**config.mk**
```make
export PLATFORM = sky130hd
export DESIGN_NAME = branch_hazard_sequencer
export DESIGN_NICKNAME = d
export VERILOG_FILES = /design/src/rtl/branch_hazard_sequencer_pkg.sv /design/src/rtl/branch_hazard_sequencer_detect.sv /design/src/rtl/branch_hazard_sequencer.sv
export SDC_FILE = /design/constraint.sdc
export NUM_CORES = 1
export LEC_CHECK = 0
export BUFFER_PORTS_ARGS = -buffer_cell sky130_fd_sc_hd__buf_2
export CORE_MARGIN = 2
export CORE_UTILIZATION = 30
export CTS_BUF_LIST = sky130_fd_sc_hd__clkbuf_8 sky130_fd_sc_hd__clkbuf_16
export CTS_CLUSTER_SIZE = 24
export DETAILED_ROUTE_END_ITERATION = 12
export GPL_TIMING_DRIVEN = 0
export PLACE_DENSITY = 0.83
export SLEW_MARGIN = 20
export SYNTH_ARGS = -nofsm -noshare
export SYNTH_HDL_FRONTEND = slang
export SYNTH_HIERARCHICAL = 1
export SYNTH_SLANG_ARGS = --single-unit
```
**constraint.sdc**
```tcl
create_clock -name clk -period 3.5 [get_ports clk]
set_input_delay 0.525 -clock clk [delete_from_list [all_inputs] [get_ports clk]]
set_output_delay 0.525 -clock clk [all_outputs]
set_load 0.01 [all_outputs]
```
**src/rtl/branch_hazard_sequencer_pkg.sv**
```systemverilog
// ============================================================================
//  Module : branch_hazard_sequencer_pkg
//  Brief  : Shared opcodes, FSM state encoding and hazard-match helper for
//           the ID-stage branch hazard sequencer.
//  Rev    : 1.0  initial release
// ============================================================================
`default_nettype none

package branch_hazard_sequencer_pkg;

    localparam logic [5:0] OP_BEQ  = 6'b000100;
    localparam logic [5:0] OP_BNE  = 6'b000101;
    localparam logic [5:0] OP_BGTZ = 6'b000111;
    localparam logic [5:0] OP_BGEZ = 6'b000001;

    typedef enum logic [0:0] {
        IDLE  = 1'b0,
        STALL = 1'b1
    } state_e;

    // $0 is hardwired to zero, so a write to it never creates a dependency.
    function automatic logic hazard_match(input logic [4:0] src,
                                          input logic [4:0] regd,
                                          input logic       regwrite);
        return regwrite && (regd == src) && (regd != 5'd0);
    endfunction

endpackage

`default_nettype wire

```
**src/rtl/branch_hazard_sequencer_detect.sv**
```systemverilog
// ============================================================================
//  Module : branch_hazard_detect
//  Brief  : Combinational branch decode and required-stall computation.
//  Rev    : 1.0  initial release
// ============================================================================
`default_nettype none

module branch_hazard_detect
    import branch_hazard_sequencer_pkg::*;
#(
    parameter int unsigned ALU_EX_STALL   = 1,
    parameter int unsigned LOAD_EX_STALL  = 2,
    parameter int unsigned LOAD_MEM_STALL = 1,
    parameter int unsigned STALL_W        = 2
) (
    input  logic [15:0]        if_id_ins_hi,
    input  logic               if_id_valid,
    input  logic [4:0]         id_ex_regd,
    input  logic               id_ex_regwrite,
    input  logic               id_ex_memread,
    input  logic [4:0]         ex_mem_regd,
    input  logic               ex_mem_regwrite,
    input  logic               ex_mem_memread,
    output logic               is_br,
    output logic [STALL_W-1:0] stall_n
);

    logic [5:0] w_opcode;
    logic [4:0] w_rs;
    logic [4:0] w_rt;
    logic       w_reads_rt;
    logic       w_reads_rs_only;
    logic       w_ex_hit;
    logic       w_mem_hit;

    assign w_opcode = if_id_ins_hi[15:10];
    assign w_rs     = if_id_ins_hi[9:5];
    assign w_rt     = if_id_ins_hi[4:0];

    assign w_reads_rt      = (w_opcode == OP_BEQ)  || (w_opcode == OP_BNE);
    assign w_reads_rs_only = (w_opcode == OP_BGTZ) || (w_opcode == OP_BGEZ);
    assign is_br           = if_id_valid && (w_reads_rt || w_reads_rs_only);

    // rt is a don't-care field for the single-operand branches.
    assign w_ex_hit  = hazard_match(w_rs, id_ex_regd, id_ex_regwrite) ||
                       (w_reads_rt && hazard_match(w_rt, id_ex_regd, id_ex_regwrite));
    assign w_mem_hit = hazard_match(w_rs, ex_mem_regd, ex_mem_regwrite) ||
                       (w_reads_rt && hazard_match(w_rt, ex_mem_regd, ex_mem_regwrite));

    always_comb begin
        stall_n = '0;
        if (is_br) begin
            if (w_ex_hit && id_ex_memread) begin
                stall_n = STALL_W'(LOAD_EX_STALL);
            end else if (w_ex_hit) begin
                stall_n = STALL_W'(ALU_EX_STALL);
            end else if (w_mem_hit && ex_mem_memread) begin
                stall_n = STALL_W'(LOAD_MEM_STALL);
            end
        end
    end

endmodule

`default_nettype wire

```
**src/rtl/branch_hazard_sequencer.sv**
```systemverilog
// ============================================================================
//  Module : branch_hazard_sequencer
//  Brief  : Stalls ID-stage branches until operands are forwardable, then
//           redirects the PC. Optional counters under `BRANCH_STATS_EN.
//  Rev    : 1.0  initial release
// ============================================================================
`default_nettype none

module branch_hazard_sequencer
    import branch_hazard_sequencer_pkg::*;
#(
    parameter int unsigned ALU_EX_STALL   = 1,
    parameter int unsigned LOAD_EX_STALL  = 2,
    parameter int unsigned LOAD_MEM_STALL = 1,
    parameter int unsigned STALL_W        = 2
) (
    input  logic        clk,
    input  logic        rst_n,
    input  logic [31:0] if_id_ins,
    input  logic        if_id_valid,
    input  logic [4:0]  id_ex_regd,
    input  logic        id_ex_regwrite,
    input  logic        id_ex_memread,
    input  logic [4:0]  ex_mem_regd,
    input  logic        ex_mem_regwrite,
    input  logic        ex_mem_memread,
    input  logic        branch,
    input  logic [31:0] branch_address,
    output logic        pc_write,
    output logic        if_id_write,
    output logic        id_ex_bubble,
    output logic        if_id_flush,
    output logic        pc_sel,
    output logic [31:0] pc_target,
    output logic        busy
`ifdef BRANCH_STATS_EN
   ,output logic [31:0] stat_branches,
    output logic [31:0] stat_taken,
    output logic [31:0] stat_stall_cycles
`endif
);

    localparam logic [STALL_W-1:0] C_CNT_ONE = STALL_W'(1);

    state_e             state_q, state_d;
    logic [STALL_W-1:0] cnt_q, cnt_d;
    logic               w_is_br;
    logic [STALL_W-1:0] w_stall_n;
    logic [STALL_W-1:0] w_stall_rem;
    logic               w_need_stall;
    logic               w_resolve;
    logic               unused_ins_lo;

    assign unused_ins_lo = ^if_id_ins[15:0];

    branch_hazard_detect #(
        .ALU_EX_STALL   (ALU_EX_STALL),
        .LOAD_EX_STALL  (LOAD_EX_STALL),
        .LOAD_MEM_STALL (LOAD_MEM_STALL),
        .STALL_W        (STALL_W)
    ) u_detect (
        .if_id_ins_hi    (if_id_ins[31:16]),
        .if_id_valid     (if_id_valid),
        .id_ex_regd      (id_ex_regd),
        .id_ex_regwrite  (id_ex_regwrite),
        .id_ex_memread   (id_ex_memread),
        .ex_mem_regd     (ex_mem_regd),
        .ex_mem_regwrite (ex_mem_regwrite),
        .ex_mem_memread  (ex_mem_memread),
        .is_br           (w_is_br),
        .stall_n         (w_stall_n)
    );

    assign w_need_stall = (state_q == IDLE) && w_is_br && (w_stall_n != '0);
    assign w_resolve    = (state_q == IDLE) && w_is_br && (w_stall_n == '0);
    // The current cycle is already the first stall cycle.
    assign w_stall_rem  = w_stall_n - C_CNT_ONE;

    always_ff @(posedge clk or negedge rst_n) begin
        if (!rst_n) begin
            state_q <= IDLE;
            cnt_q   <= '0;
        end else begin
            state_q <= state_d;
            cnt_q   <= cnt_d;
        end
    end

    always_comb begin
        state_d = state_q;
        cnt_d   = cnt_q;
        case (state_q)
            IDLE: begin
                if (w_need_stall) begin
                    cnt_d   = w_stall_rem;
                    state_d = (w_stall_rem == '0) ? IDLE : STALL;
                end
            end
            STALL: begin
                if (cnt_q <= C_CNT_ONE) begin
                    cnt_d   = '0;
                    state_d = IDLE;
                end else begin
                    cnt_d = cnt_q - C_CNT_ONE;
                end
            end
            default: begin
                cnt_d   = '0;
                state_d = IDLE;
            end
        endcase
    end

    always_comb begin
        pc_write     = 1'b1;
        if_id_write  = 1'b1;
        id_ex_bubble = 1'b0;
        if_id_flush  = 1'b0;
        pc_sel       = 1'b0;
        busy         = 1'b0;
        case (state_q)
            IDLE: begin
                if (w_need_stall) begin
                    pc_write     = 1'b0;
                    if_id_write  = 1'b0;
                    id_ex_bubble = 1'b1;
                end else if (w_resolve) begin
                    pc_sel      = branch;
                    if_id_flush = branch;
                end
            end
            STALL: begin
                pc_write     = 1'b0;
                if_id_write  = 1'b0;
                id_ex_bubble = 1'b1;
                busy         = 1'b1;
            end
            default: ;
        endcase
    end

    assign pc_target = branch_address;

`ifdef BRANCH_STATS_EN
    logic [31:0] stat_branches_q, stat_branches_d;
    logic [31:0] stat_taken_q, stat_taken_d;
    logic [31:0] stat_stall_cycles_q, stat_stall_cycles_d;

    always_ff @(posedge clk or negedge rst_n) begin
        if (!rst_n) begin
            stat_branches_q     <= '0;
            stat_taken_q        <= '0;
            stat_stall_cycles_q <= '0;
        end else begin
            stat_branches_q     <= stat_branches_d;
            stat_taken_q        <= stat_taken_d;
            stat_stall_cycles_q <= stat_stall_cycles_d;
        end
    end

    // All three counters stick at all-ones instead of wrapping.
    always_comb begin
        stat_branches_d     = stat_branches_q;
        stat_taken_d        = stat_taken_q;
        stat_stall_cycles_d = stat_stall_cycles_q;
        if (w_resolve && (stat_branches_q != 32'hFFFF_FFFF)) begin
            stat_branches_d = stat_branches_q + 32'd1;
        end
        if (w_resolve && branch && (stat_taken_q != 32'hFFFF_FFFF)) begin
            stat_taken_d = stat_taken_q + 32'd1;
        end
        if (id_ex_bubble && (stat_stall_cycles_q != 32'hFFFF_FFFF)) begin
            stat_stall_cycles_d = stat_stall_cycles_q + 32'd1;
        end
    end

    assign stat_branches     = stat_branches_q;
    assign stat_taken        = stat_taken_q;
    assign stat_stall_cycles = stat_stall_cycles_q;
`endif

endmodule

`default_nettype wire

```
== Yosys cells after proc, flatten, opt, wreduce, memory -nomap -nowiden ==
Cells that the tools add are included.

* Bits in registers: 3
* Bits of input ports: 82
* Output and inout port bits: 38
* Logic and storage cells: 60

* Add/subtract/negate cells: 2
* Order comparisons: 1
* Equality and inequality tests: 9
* Multiplexer cells: 19
* Bitwise logic cells: 1
* Reductions and logical operators: 26

{| class="wikitable"
|+ Operators with widths
! operator !! count
|-
| equality test 5 bit || 4
|-
| equality test 6 x 3 -> 1 bit, second input constant || 3
|-
| logical AND 1 bit || 16
|-
| two-way mux 1 bit || 10
|-
| two-way mux 2 bit || 5
|-
| nonzero test 5 bit || 2
|-
| equality test 6 x 1 -> 1 bit, second input constant || 1
|-
| case mux 1 bit (2 select lines) || 3
|-
| logical OR 1 bit || 5
|-
| zero test 2 bit || 2
|-
| case mux 2 bit (2 select lines) || 1
|-
| subtractor 2 x 1 -> 2 bit, second input constant || 2
|-
| <= comparator 2 x 1 -> 1 bit, second input constant || 1
|-
| inequality test 2 bit, second input constant || 1
|-
| nonzero test 2 bit || 1
|-
| inverter 1 bit || 1
|}

== Depth between registers and ports, before layout ==
Gate-level depths: netlist (run 1).

* Depth after elaboration: 15
* Gate-level depth with buffers: 11
* Mapped depth without buffers: 10

== Modules after synthesis ==
The synthesis (run 1) kept the hierarchy.

{| class="wikitable"
|+ Modules (own cells, without submodules)
! module !! times used !! cells an instance !! area an instance (um^2) !! seq. area each (um^2)
|-
| branch_hazard_sequencer || 1 || 56 || 481.7 || 75.1
|-
| branch_hazard_detect || 1 || 43 || 336.6 || 0.0
|}

== Worst setup path before layout (run 1) ==
Ideal clock, no wire load.

* Kind: input to output
* Start: in if_id_ins[18]
* End: out pc_write
* Arrival time: 2.356 ns
* Required time: 2.975 ns
* Slack: 0.619 ns
* Cell stages on the path: 11
* Path buffers: 1
* Path through: xor2_1 > nor4_2 > nand4_1 > a21oi_2 > mux2i_1 > and2_1 > inv_1 > ha_1 > nor2b_1 > nor2_1 > buf_4

* Word-level cells in the longest chain between the ends: 14
* Elaborated cells between the ends (all ways): 20
* Classes of those cells: eq/ne (2); mux (6); reduce/logical (12)

{| class="wikitable"
|+ RTL lines
! element !! RTL line !! source
|-
| from (decl) || branch_hazard_sequencer.sv:19 || <nowiki>input logic [31:0] if_id_ins,</nowiki>
|-
| equality test 5 bit || branch_hazard_sequencer_pkg.sv:25 || <nowiki>return regwrite && (regd == src) && (regd != 5'd0);</nowiki>
|-
| logical AND 1 bit (2 in series) || branch_hazard_sequencer_pkg.sv:25 ||
|-
| logical AND 1 bit || branch_hazard_sequencer_detect.sv:48 || <nowiki>(w_reads_rt && hazard_match(w_rt, ex_mem_regd, ex_mem_regwrite));</nowiki>
|-
| logical OR 1 bit || branch_hazard_sequencer_detect.sv:47 || <nowiki>assign w_mem_hit = hazard_match(w_rs, ex_mem_regd, ex_mem_regwrite) ||</nowiki>
|-
| logical AND 1 bit || branch_hazard_sequencer_detect.sv:57 || <nowiki>end else if (w_mem_hit && ex_mem_memread) begin</nowiki>
|-
| two-way mux 1 bit || branch_hazard_sequencer_detect.sv:57 ||
|-
| two-way mux 2 bit || branch_hazard_sequencer_detect.sv:55 || <nowiki>end else if (w_ex_hit) begin</nowiki>
|-
| two-way mux 2 bit * || branch_hazard_sequencer_detect.sv:53 || <nowiki>if (w_ex_hit && id_ex_memread) begin</nowiki>
|-
| two-way mux 2 bit * || branch_hazard_sequencer_detect.sv:52 || <nowiki>if (is_br) begin</nowiki>
|-
| named net w_stall_n[0] || branch_hazard_sequencer.sv:48 || <nowiki>logic [STALL_W-1:0] w_stall_n;</nowiki>
|-
| nonzero test 2 bit * || branch_hazard_sequencer.sv:74 || <nowiki>assign w_need_stall = (state_q == IDLE) && w_is_br && (w_stall_n != '0);</nowiki>
|-
| logical AND 1 bit * || branch_hazard_sequencer.sv:74 ||
|-
| two-way mux 1 bit * || - ||
|-
| case mux 1 bit (2 select lines) * || - ||
|-
| to (decl) || branch_hazard_sequencer.sv:29 || <nowiki>output logic pc_write,</nowiki>
|}

Mark *: on every way through the listed nets, which the timed path passes. The rest lies on a longest branch.

== Final worst setup path (run 1) ==
* Start: in if_id_ins[18]
* End: out pc_write

* Word-level cells in the longest chain between the ends: 14
* Elaborated cells between the ends (all ways): 20
* Classes of those cells: eq/ne (2); mux (6); reduce/logical (12)

{| class="wikitable"
|+ RTL lines
! element !! RTL line !! source
|-
| equality test 5 bit || branch_hazard_sequencer_pkg.sv:25 ||
|-
| logical AND 1 bit (2 in series) || branch_hazard_sequencer_pkg.sv:25 ||
|-
| logical AND 1 bit || branch_hazard_sequencer_detect.sv:48 ||
|-
| logical OR 1 bit || branch_hazard_sequencer_detect.sv:47 ||
|-
| logical AND 1 bit || branch_hazard_sequencer_detect.sv:57 ||
|-
| two-way mux 1 bit || branch_hazard_sequencer_detect.sv:57 ||
|-
| two-way mux 2 bit || branch_hazard_sequencer_detect.sv:55 ||
|-
| two-way mux 2 bit * || branch_hazard_sequencer_detect.sv:53 ||
|-
| two-way mux 2 bit * || branch_hazard_sequencer_detect.sv:52 ||
|-
| named net w_stall_n[0] || branch_hazard_sequencer.sv:48 ||
|-
| nonzero test 2 bit * || branch_hazard_sequencer.sv:74 ||
|-
| logical AND 1 bit * || branch_hazard_sequencer.sv:74 ||
|-
| two-way mux 1 bit * || branch_hazard_sequencer.sv:123 || <nowiki>if (w_need_stall) begin</nowiki>
|-
| case mux 1 bit (2 select lines) * || branch_hazard_sequencer.sv:121 || <nowiki>case (state_q)</nowiki>
|}

Marks and branches as above.

==> results.sh, run 1 <==
export IMPL_critPathRequiredTime_ps=2970
export IMPL_cts_buffer_depth=2
export IMPL_setup_viol=0
export IMPL_synthDistinctLibCells=33
export IMPL_cts_max_level=1
export IMPL_final_util_pct=49.9
export IMPL_worstSetupPathType="in2out"
export IMPL_arrival_ps=2630
export IMPL_switchingPower_w=0.0000761
export IMPL_grt_pass1_vias=868
export IMPL_grt_usage_pct=13.8
export IMPL_clock_sinks=3
export IMPL_multi_input_area_um2=472
export IMPL_p_clk_share_pct=40.4
export IMPL_syn_num_nets=183
export IMPL_layout_commonest_cell="buf_2"
export IMPL_grt_first_pass_wirelength_um=3550
export IMPL_r2r_start="state_q"
export IMPL_ys_top_cells_by_area="buf_4, xor2_1, dfrtp_1, xnor2_1, ha_1"
export IMPL_drv_cap=0
export IMPL_postRouteAntennaNets=0
export IMPL_drive_gt1_share_pct=67.2
export IMPL_fillCellCount=252
export IMPL_placed_cells=200
export IMPL_yosys_warnings=6
export IMPL_first_pass_iters=4
export IMPL_syn_inst=99
export IMPL_wl_met1_um=786
export IMPL_p_leak_nw=0.662
export IMPL_yosys_area_top_type="buf_4"
export IMPL_totalWireLength_um=2230
export IMPL_core_area_um2=2520
export IMPL_fin_crit_ps=3150
export IMPL_slew_violations=0
export IMPL_hold_viol_final=0
export IMPL_switching_share_pct=30.1
export IMPL_vias=882
export IMPL_drc_errors=0
export IMPL_overflow=0
export IMPL_regToRegEndpoint="cnt_q[0]"
export IMPL_rr_worst_depth=3
export IMPL_cts_tree="yes"
export IMPL_drt_iter0_drc=37
export IMPL_seq_area_frac_synth_pct=9.17
export IMPL_p_per_area_nw_per_um2=201
export IMPL_worstSetupStartpointType="input port"
export IMPL_layout_common_cells="buf_2, buf_4, xor2_1"
export IMPL_wl_met3_um=211
export IMPL_worstMarginPinSlew_ps=347
export IMPL_antenna_cells=0
export IMPL_cts_buffers=3
export IMPL_die_x_um=56.2
export IMPL_sequentialPowerShare_pct=14.9
export IMPL_clkLatencyLatePin_ps=220
export IMPL_io_pins=120
export IMPL_comb_power_share_pct=44.7
export IMPL_place_hpwl_um=2050
export IMPL_wire_per_inst_um=10.9
export IMPL_cp_end_kind="output port"
export IMPL_ir_drop_mv=0.188
export IMPL_fin_crit_sh_pct=90.1
export IMPL_start_util_pct=32.4
export IMPL_wl_met2_um=1190
export IMPL_finClkSkew_ps=3.11
export IMPL_nNetsFinal=259
export IMPL_synth_seq_cells=3
export IMPL_gp_congestion=0.794
export IMPL_layout_cells_non_filler=204
export IMPL_hold_path_class="in2async"
export IMPL_hold_buffers=0
export IMPL_critPathMaxFanout=5
export IMPL_outcome="complete, no violations"
export IMPL_io_buffer_count=71
export IMPL_avgSynthCellArea_um2=8.27
export IMPL_die_area_um2=3160
export IMPL_grt_max_degree=11
export IMPL_place_area_um2=1210
export IMPL_area_growth_syn_to_layout_pct=53.8
export IMPL_fin_setup_tns_ps=0
export IMPL_post_route_cell_area_um2=1260
export IMPL_synth_area_um2=818
export IMPL_viasPerCell=4.32
export IMPL_dr_max_layer_used="met4"
export IMPL_rsz0062_at_grt="false"
export IMPL_seqCellArea_um2=75.1
export IMPL_row_count=18
export IMPL_synth_top_area_share_pct=31.2
export IMPL_reg2reg_slack_ps=2290
export IMPL_max_clock_freq_mhz=317
export IMPL_clkSlewWorstSetupHoldPaths_ps=30
export IMPL_antenna_found_initial=0
export IMPL_intPower_w=0.000177
export IMPL_maxSlewHeadroom_pct=76.9
export IMPL_ctsRootBufferMaster="clkbuf_8"
export IMPL_die_y_um=56.2
==> cell type report <==
| type | count | share of cell area (%) |
|---|---|---|
| sequential | 3 | 5.96 |
| clock inverter | 1 | 0.298 |
| tap | 30 | 2.98 |
| clock buffer | 3 | 3.28 |
| inverter | 2 | 0.596 |
| timing repair buffer | 71 | 28.2 |
| buffer | 35 | 21.2 |
| multi-input combinational | 59 | 37.5 |
==> worst max path at each step <==
stage | start | endpoint | cells after the start
after floorplan | if_id_ins[18] | pc_write | 11
after global placement | if_id_ins[18] | pc_write | 13
after detailed placement | if_id_ins[18] | pc_write | 13
after CTS | if_id_ins[18] | pc_write | 13
after global routing | if_id_ins[18] | pc_write | 13
final | if_id_ins[18] | pc_write | 13
==> synthesized netlist by cell type <==
library cell  instances
and2_1                1
nor2b_1               2
mux2i_1               1
dfrtp_1               3
xor2_1               12
or4b_4                1
nor4_2                1
o211ai_1              2
nand3b_1              1
nand2b_1              2
a22o_1                1
nand4_1               2
o211ai_2              1
ha_1                  2
nor4_1                1
or2_2                 1
nor2_1                3
buf_6                 1
or4_1                 1
a21oi_1               1
and4b_1               1
inv_1                 2
o21ai_1               1
and3_1                1
o2111ai_2             1
xnor2_1               8
buf_4                34
a21oi_2               1
or4b_1                1
nor3_1                3
nor3_4                1
nand3_1               3
nand2_1               2
==> critical path: stages <==
cell and delay (ps):
buf_2 120, xor2_1 160, nor4_2 270, nand4_1 150, a21oi_2 190, mux2i_1 180
and2_1 180, inv_1 50, ha_1 230, nor2b_2 220, nor2_1 90, buf_4 130
buf_2 130
==> repair_timing <==
item	4_1_cts	5_1_grt
gates resized for setup	0	1
buffers inserted	0	0
setup endpoints to repair	0	1
==> state kept, by name, indices dropped and copies added (netlist names) <==
name     count
state_q      1
cnt_q        2
==> layer usage <==
metal / up-vias / global-route usage [%]
li1: 456 / -
met1: 366 / 15.0
met2: 57 / 26.2
met3: 3 / 1.40
met4: 0 / 6.12
met5: - / 0
==> cells by family (layout without fill, tap and decap cells) <==
logic type / Yosys count / after routing / synth area share, %
AO/OA/AOI/OAI: 8 / 8 / 8.56
adder cells (fa/ha/maj): 2 / 2 / 3.06
multiplexers: 1 / 1 / 1.22
AND/OR/NAND/NOR: 28 / 28 / 23.1
buffers and inverters: 37 / 112 / 33.5
XOR/XNOR: 20 / 20 / 21.4
flip-flops: 3 / 3 / 9.17
==> through the flow <==
stage,setup WS [ps],total power (W),hold WS [ps]
final,348,0.000253,88.8
after global routing,114,0.000268,92.9
after CTS,248,0.000258,82.6
after detailed placement,246,0.000152,321
after global placement,276,0.000151,319
after floorplan,619,0.000102,229
==> power by group through the flow <==
stage                     Clock [W]  Combinational, W  Sequential (W)
after floorplan                   0         0.0000640       0.0000377
after global placement            0          0.000113       0.0000380
after detailed placement          0          0.000114       0.0000379
after CTS                  0.000106          0.000114       0.0000377
after global routing       0.000107          0.000123       0.0000379
final                      0.000102          0.000113       0.0000376
Note: power is estimated with default switching activity, not from simulation.
==> run 2: changes to the inputs <==
--- a/config.mk
+++ b/config.mk
@@ -12,7 +12,7 @@
 export CTS_CLUSTER_SIZE = 24
 export DETAILED_ROUTE_END_ITERATION = 12
 export GPL_TIMING_DRIVEN = 0
-export PLACE_DENSITY = 0.83
+export PLACE_DENSITY_LB_ADDON = 0.15
 export SLEW_MARGIN = 20
 export SYNTH_ARGS = -nofsm -noshare
 export SYNTH_HDL_FRONTEND = slang
==> run 2 against run 1 <==
Against the previous run: total power is 2.4% lower; highest routed layer unchanged; core utilization is 0.099 points lower; cell count stayed put; critical endpoint unchanged; critical path type unchanged; hold slack better by 8.2 ps.
==> results.sh, run 2 (same netlist as run 1, synthesis figures left out) <==
export IMPL_setup_viol=0
export IMPL_arrival_ps=2740
export IMPL_cts_buffers=3
export IMPL_postRouteAntennaNets=0
export IMPL_maxSlewHeadroom_pct=76.6
export IMPL_endpoint="pc_write"
export IMPL_die_y_um=56.2
export IMPL_critPathMaxFanout=5
export IMPL_reg2reg_slack_ps=2290
export IMPL_p_total_w=0.000247
export IMPL_place_ws_ps=218
export IMPL_grt_first_pass_wirelength_um=3320
export IMPL_worstSetupStartpoint="if_id_ins[18]"
export IMPL_worstMarginPinSlew_ps=350
export IMPL_core_area_um2=2520
export IMPL_drv_cap=0
export IMPL_max_clock_freq_mhz=306
export IMPL_io_pins=120
export IMPL_layout_commonest_cell="buf_2"
export IMPL_start_util_pct=32.4
export IMPL_nNetsFinal=259
export IMPL_drive_gt1_share_pct=66.7
export IMPL_vias=882
export IMPL_largest_reg_flops=2
export IMPL_clkSlewWorstSetupHoldPaths_ps=30
export IMPL_antenna_cells=0
export IMPL_ctsRootBufferMaster="clkbuf_8"
export IMPL_first_pass_iters=4
export IMPL_cp_end_kind="output port"
export IMPL_fin_setup_tns_ps=0
export IMPL_r2r_start="state_q"
export IMPL_hold_viol_final=0
export IMPL_worstSetupStartpointType="input port"
export IMPL_totalWireLength_um=2040
export IMPL_cts_buffer_depth=2
export IMPL_cts_resized=0
export IMPL_worst_slack_ps=234
export IMPL_overflow=0
export IMPL_regToRegEndpoint="cnt_q[0]"
export IMPL_grt_pass1_vias=859
export IMPL_layout_common_cells="buf_2, buf_4, xor2_1"
export IMPL_fin_crit_sh_pct=93.3
export IMPL_gp_congestion=0.727
export IMPL_p_leak_nw=0.662
export IMPL_ir_drop_mv=0.215
export IMPL_row_count=18
export IMPL_area_growth_syn_to_layout_pct=53.5
export IMPL_hold_buffers=0
export IMPL_rr_worst_depth=3
export IMPL_viasPerCell=4.32
export IMPL_cts_max_level=1
export IMPL_final_util_pct=49.8
export IMPL_p_per_area_nw_per_um2=196
export IMPL_worstSetupPathType="in2out"
export IMPL_rsz0062_at_grt="false"
export IMPL_outcome="complete, no violations"
export IMPL_postCtsSetupBuffers=0
export IMPL_finClkSkew_ps=2.37
export IMPL_whs_ps=97.1
export IMPL_critPathRequiredTime_ps=2970
export IMPL_io_buffer_count=71
export IMPL_hold_path_class="in2async"
export IMPL_grt_max_degree=11
export IMPL_drc_errors=0
export IMPL_die_area_um2=3160
export IMPL_grt_usage_pct=12.7
export IMPL_clock_sinks=3
export IMPL_largest_register="cnt_q"
export IMPL_drt_iter0_drc=8
export IMPL_cts_tree="yes"
export IMPL_place_hpwl_um=1910
export IMPL_antenna_found_initial=0
export IMPL_fin_crit_ps=3270
export IMPL_slew_violations=0
export IMPL_clkLatencyLatePin_ps=210
export IMPL_wire_per_inst_um=9.99
export IMPL_top_regs="cnt_q (2), state_q (1)"
export IMPL_die_x_um=56.2
[run 2: cell counts in the layout (fill, tap and decap cells not counted)]
Identical to the previous run, type by type.
[run 2: worst min path at each step]
stage               startpoint        to  slack [ps]  cells after the start
global placement         rst_n  cnt_q[0]         320                      1
finish                   rst_n  cnt_q[0]         100                      1
floorplan                rst_n  cnt_q[0]         230                      0
global route             rst_n  cnt_q[0]          90                      1
detailed placement       rst_n   state_q         320                      1
CTS                      rst_n  cnt_q[0]          90                      1
[run 2: critical path, stage by stage]
cell and delay, ps:
buf_2 120, xor2_1 160, nor4_2 280, nand4_1 150
a21oi_2 200, mux2i_1 180, and2_1 180, inv_1 50
ha_1 230, nor2b_1 310, nor2_1 90, buf_4 140
buf_2 120
[run 2: stage by stage]
step | cell area [µm²] | instances
after floorplan | 818 | 99
after CTS | 1260 | 204
after global placement | 1210 | 200
after global routing | 1260 | 204
final | 1260 | 204
after detailed placement | 1210 | 200
[run 2: routing by layer]
layer | GRT usage [%] | vias to the layer above | routed length [µm]
li1 | - | 453 | -
met1 | 12.5 | 381 | 717
met2 | 25.5 | 46 | 1130
met3 | 3.26 | 2 | 182
met4 | 3.74 | 0 | 6
met5 | 0 | - | 0
[run 2: final cells by class]
cell class	count	area, µm²
tap	30	37.5
multi-input combinational	59	469
clock buffer	3	41.3
buffer	35	267
clock inverter	1	3.75
timing repair buffer	71	355
inverter	2	7.51
fill	277	1270
sequential	3	75.1
[run 2: where the power goes]
group	switching, W	total [W]	internal (W)
clock network	0.0000218	0.0000963	0.0000746
logic	0.0000476	0.000113	0.0000651
registers	0.00000128	0.0000377	0.0000364
total	0.0000707	0.000247	0.000176
==> run 3: changes to the inputs <==
--- a/config.mk
+++ b/config.mk
@@ -7,8 +7,8 @@
 export LEC_CHECK = 0
 export BUFFER_PORTS_ARGS = -buffer_cell sky130_fd_sc_hd__buf_2
 export CORE_MARGIN = 2
-export CORE_UTILIZATION = 30
-export CTS_BUF_LIST = sky130_fd_sc_hd__clkbuf_8 sky130_fd_sc_hd__clkbuf_16
+export CORE_UTILIZATION = 31
+export CTS_BUF_LIST = sky130_fd_sc_hd__clkbuf_8
 export CTS_CLUSTER_SIZE = 24
 export DETAILED_ROUTE_END_ITERATION = 12
 export GPL_TIMING_DRIVEN = 0
==> run 3 against run 2 <==
Against the previous run: count of clock-buffer cells in the layout unchanged; critical path type unchanged; total power increased by 0.80%; first-iteration DRC count grew to 2.8 times the previous value.
==> results.sh, run 3 (same netlist as run 1, synthesis figures left out) <==
export IMPL_outcome="complete, no violations"
export IMPL_worstSetupPathType="in2out"
export IMPL_drt_iter0_drc=22
export IMPL_hold_buffers=0
export IMPL_reg2reg_slack_ps=2290
export IMPL_start_util_pct=32.7
export IMPL_io_buffer_count=71
export IMPL_cpMaxStageDelayCell="nor2b_1"
export IMPL_grt_max_degree=11
export IMPL_worstMarginPinSlew_ps=348
export IMPL_nNetsFinal=259
export IMPL_overflow=0
export IMPL_clock_sinks=3
export IMPL_ir_drop_mv=0.268
export IMPL_r2r_start="state_q"
export IMPL_postCtsSetupBuffers=0
export IMPL_die_area_um2=3070
export IMPL_crit_chain="buf_2, xor2_1, nor4_2, nand4_1, a21oi_2, mux2i_1, and2_1, inv_1, ha_1, nor2b_1, nor2_1, buf_4, buf_2"
export IMPL_largest_reg_flops=2
export IMPL_ctsRootBufferMaster="clkbuf_8"
export IMPL_arrival_ps=2710
export IMPL_fillCellCount=247
export IMPL_cts_buffers=3
export IMPL_regToRegEndpoint="cnt_q[0]"
export IMPL_layout_commonest_cell="buf_2"
export IMPL_setup_viol=0
export IMPL_maxSlewHeadroom_pct=76.7
export IMPL_drive_gt1_share_pct=66.7
export IMPL_fin_setup_tns_ps=0
export IMPL_max_clock_freq_mhz=309
export IMPL_p_leak_nw=0.662
export IMPL_cp_end_kind="output port"
export IMPL_row_count=18
export IMPL_core_area_um2=2500
export IMPL_p_total_w=0.000249
export IMPL_fin_crit_ps=3230
export IMPL_rr_worst_depth=3
export IMPL_grt_first_pass_wirelength_um=3240
export IMPL_drv_cap=0
export IMPL_rsz0062_at_grt="false"
export IMPL_largest_register="cnt_q"
export IMPL_io_pins=120
export IMPL_area_growth_syn_to_layout_pct=53.5
export IMPL_viasPerCell=4.36
export IMPL_cts_max_level=1
export IMPL_critPathRequiredTime_ps=2970
export IMPL_die_y_um=55.4
export IMPL_p_per_area_nw_per_um2=198
export IMPL_antenna_cells=0
export IMPL_postRouteAntennaNets=0
export IMPL_drc_errors=0
export IMPL_slowest_delay_ps=310
export IMPL_layout_common_cells="buf_2, buf_4, xor2_1"
export IMPL_fin_crit_sh_pct=92.3
export IMPL_critPathMaxFanout=5
export IMPL_grt_usage_pct=12.6
export IMPL_top_regs="cnt_q (2), state_q (1)"
export IMPL_finClkSkew_ps=1.17
export IMPL_antenna_found_initial=0
export IMPL_cts_tree="yes"
export IMPL_cts_resized=0
export IMPL_worstSetupStartpointType="input port"
export IMPL_hold_path_class="in2async"
export IMPL_totalWireLength_um=2050
export IMPL_cp_common_cell="buf_2"
export IMPL_vias=890
export IMPL_grt_pass1_vias=824
export IMPL_place_hpwl_um=1890
export IMPL_slew_violations=0
export IMPL_clkLatencyLatePin_ps=220
export IMPL_clkSlewWorstSetupHoldPaths_ps=30
export IMPL_hold_viol_final=0
export IMPL_cts_buffer_depth=2
export IMPL_die_x_um=55.4
export IMPL_first_pass_iters=5
export IMPL_gp_congestion=0.771
export IMPL_wire_per_inst_um=10.0
run 3: worst max-delay path: cells and delay by family:
| family | cells | cell delay, ps |
|---|---|---|
| AO/OA/AOI/OAI | 1 | 190 |
| XOR/XNOR | 1 | 160 |
| adder cells (fa/ha/maj) | 1 | 220 |
| buffers and inverters | 4 | 450 |
| multiplexers | 1 | 190 |
| AND/OR/NAND/NOR | 5 | 990 |
run 3: per-layer routing:
| metal | vias up | global-route usage (%) | part of all wire, % |
|---|---|---|---|
| met5 | - | 0 | 0 |
| met3 | 0 | 4.22 | 12 |
| met2 | 60 | 23.3 | 52 |
| met4 | 0 | 2.09 | 0 |
| li1 | 452 | - | - |
| met1 | 378 | 14.0 | 36 |
run 3: worst max-delay path by stage:
stage,from,end,cells after the start
CTS,if_id_ins[18],pc_write,13
floorplan,if_id_ins[18],pc_write,11
finish,if_id_ins[18],pc_write,13
global route,if_id_ins[18],pc_write,13
detailed placement,if_id_ins[18],pc_write,13
global placement,if_id_ins[18],pc_write,13
run 3: through the flow:
| step | std cells | util (%) | cell area, µm² | setup slack, ps | hold slack (ps) |
|---|---|---|---|---|---|
| final | 204 | 50.3 | 1260 | 268 | 98.4 |
| after global routing | 204 | 50.3 | 1260 | 56.4 | 90.4 |
| after CTS | 204 | 50.3 | 1260 | 244 | 94.5 |
| after detailed placement | 200 | 48.4 | 1210 | 249 | 322 |
| after global placement | 200 | 48.4 | 1210 | 285 | 319 |
| after floorplan | 99 | - | 818 | 619 | 229 |
run 3: area by class of cell:
type,instances,area (µm²),share of cell area (%)
Inverter,2,7.51,0.598
Sequential cell,3,75.1,5.98
Multi-Input combinational cell,59,469,37.4
Timing Repair Buffer,71,355,28.3
Clock buffer,3,41.3,3.29
Buffer,35,267,21.2
Clock inverter,1,3.75,0.299
Tap cell,30,37.5,2.99
run 3: report_power, final:
part	switching [W]	total [W]	internal, W
clock network	0.0000235	0.0000982	0.0000747
registers	0.00000133	0.0000377	0.0000364
logic	0.0000477	0.000113	0.0000651
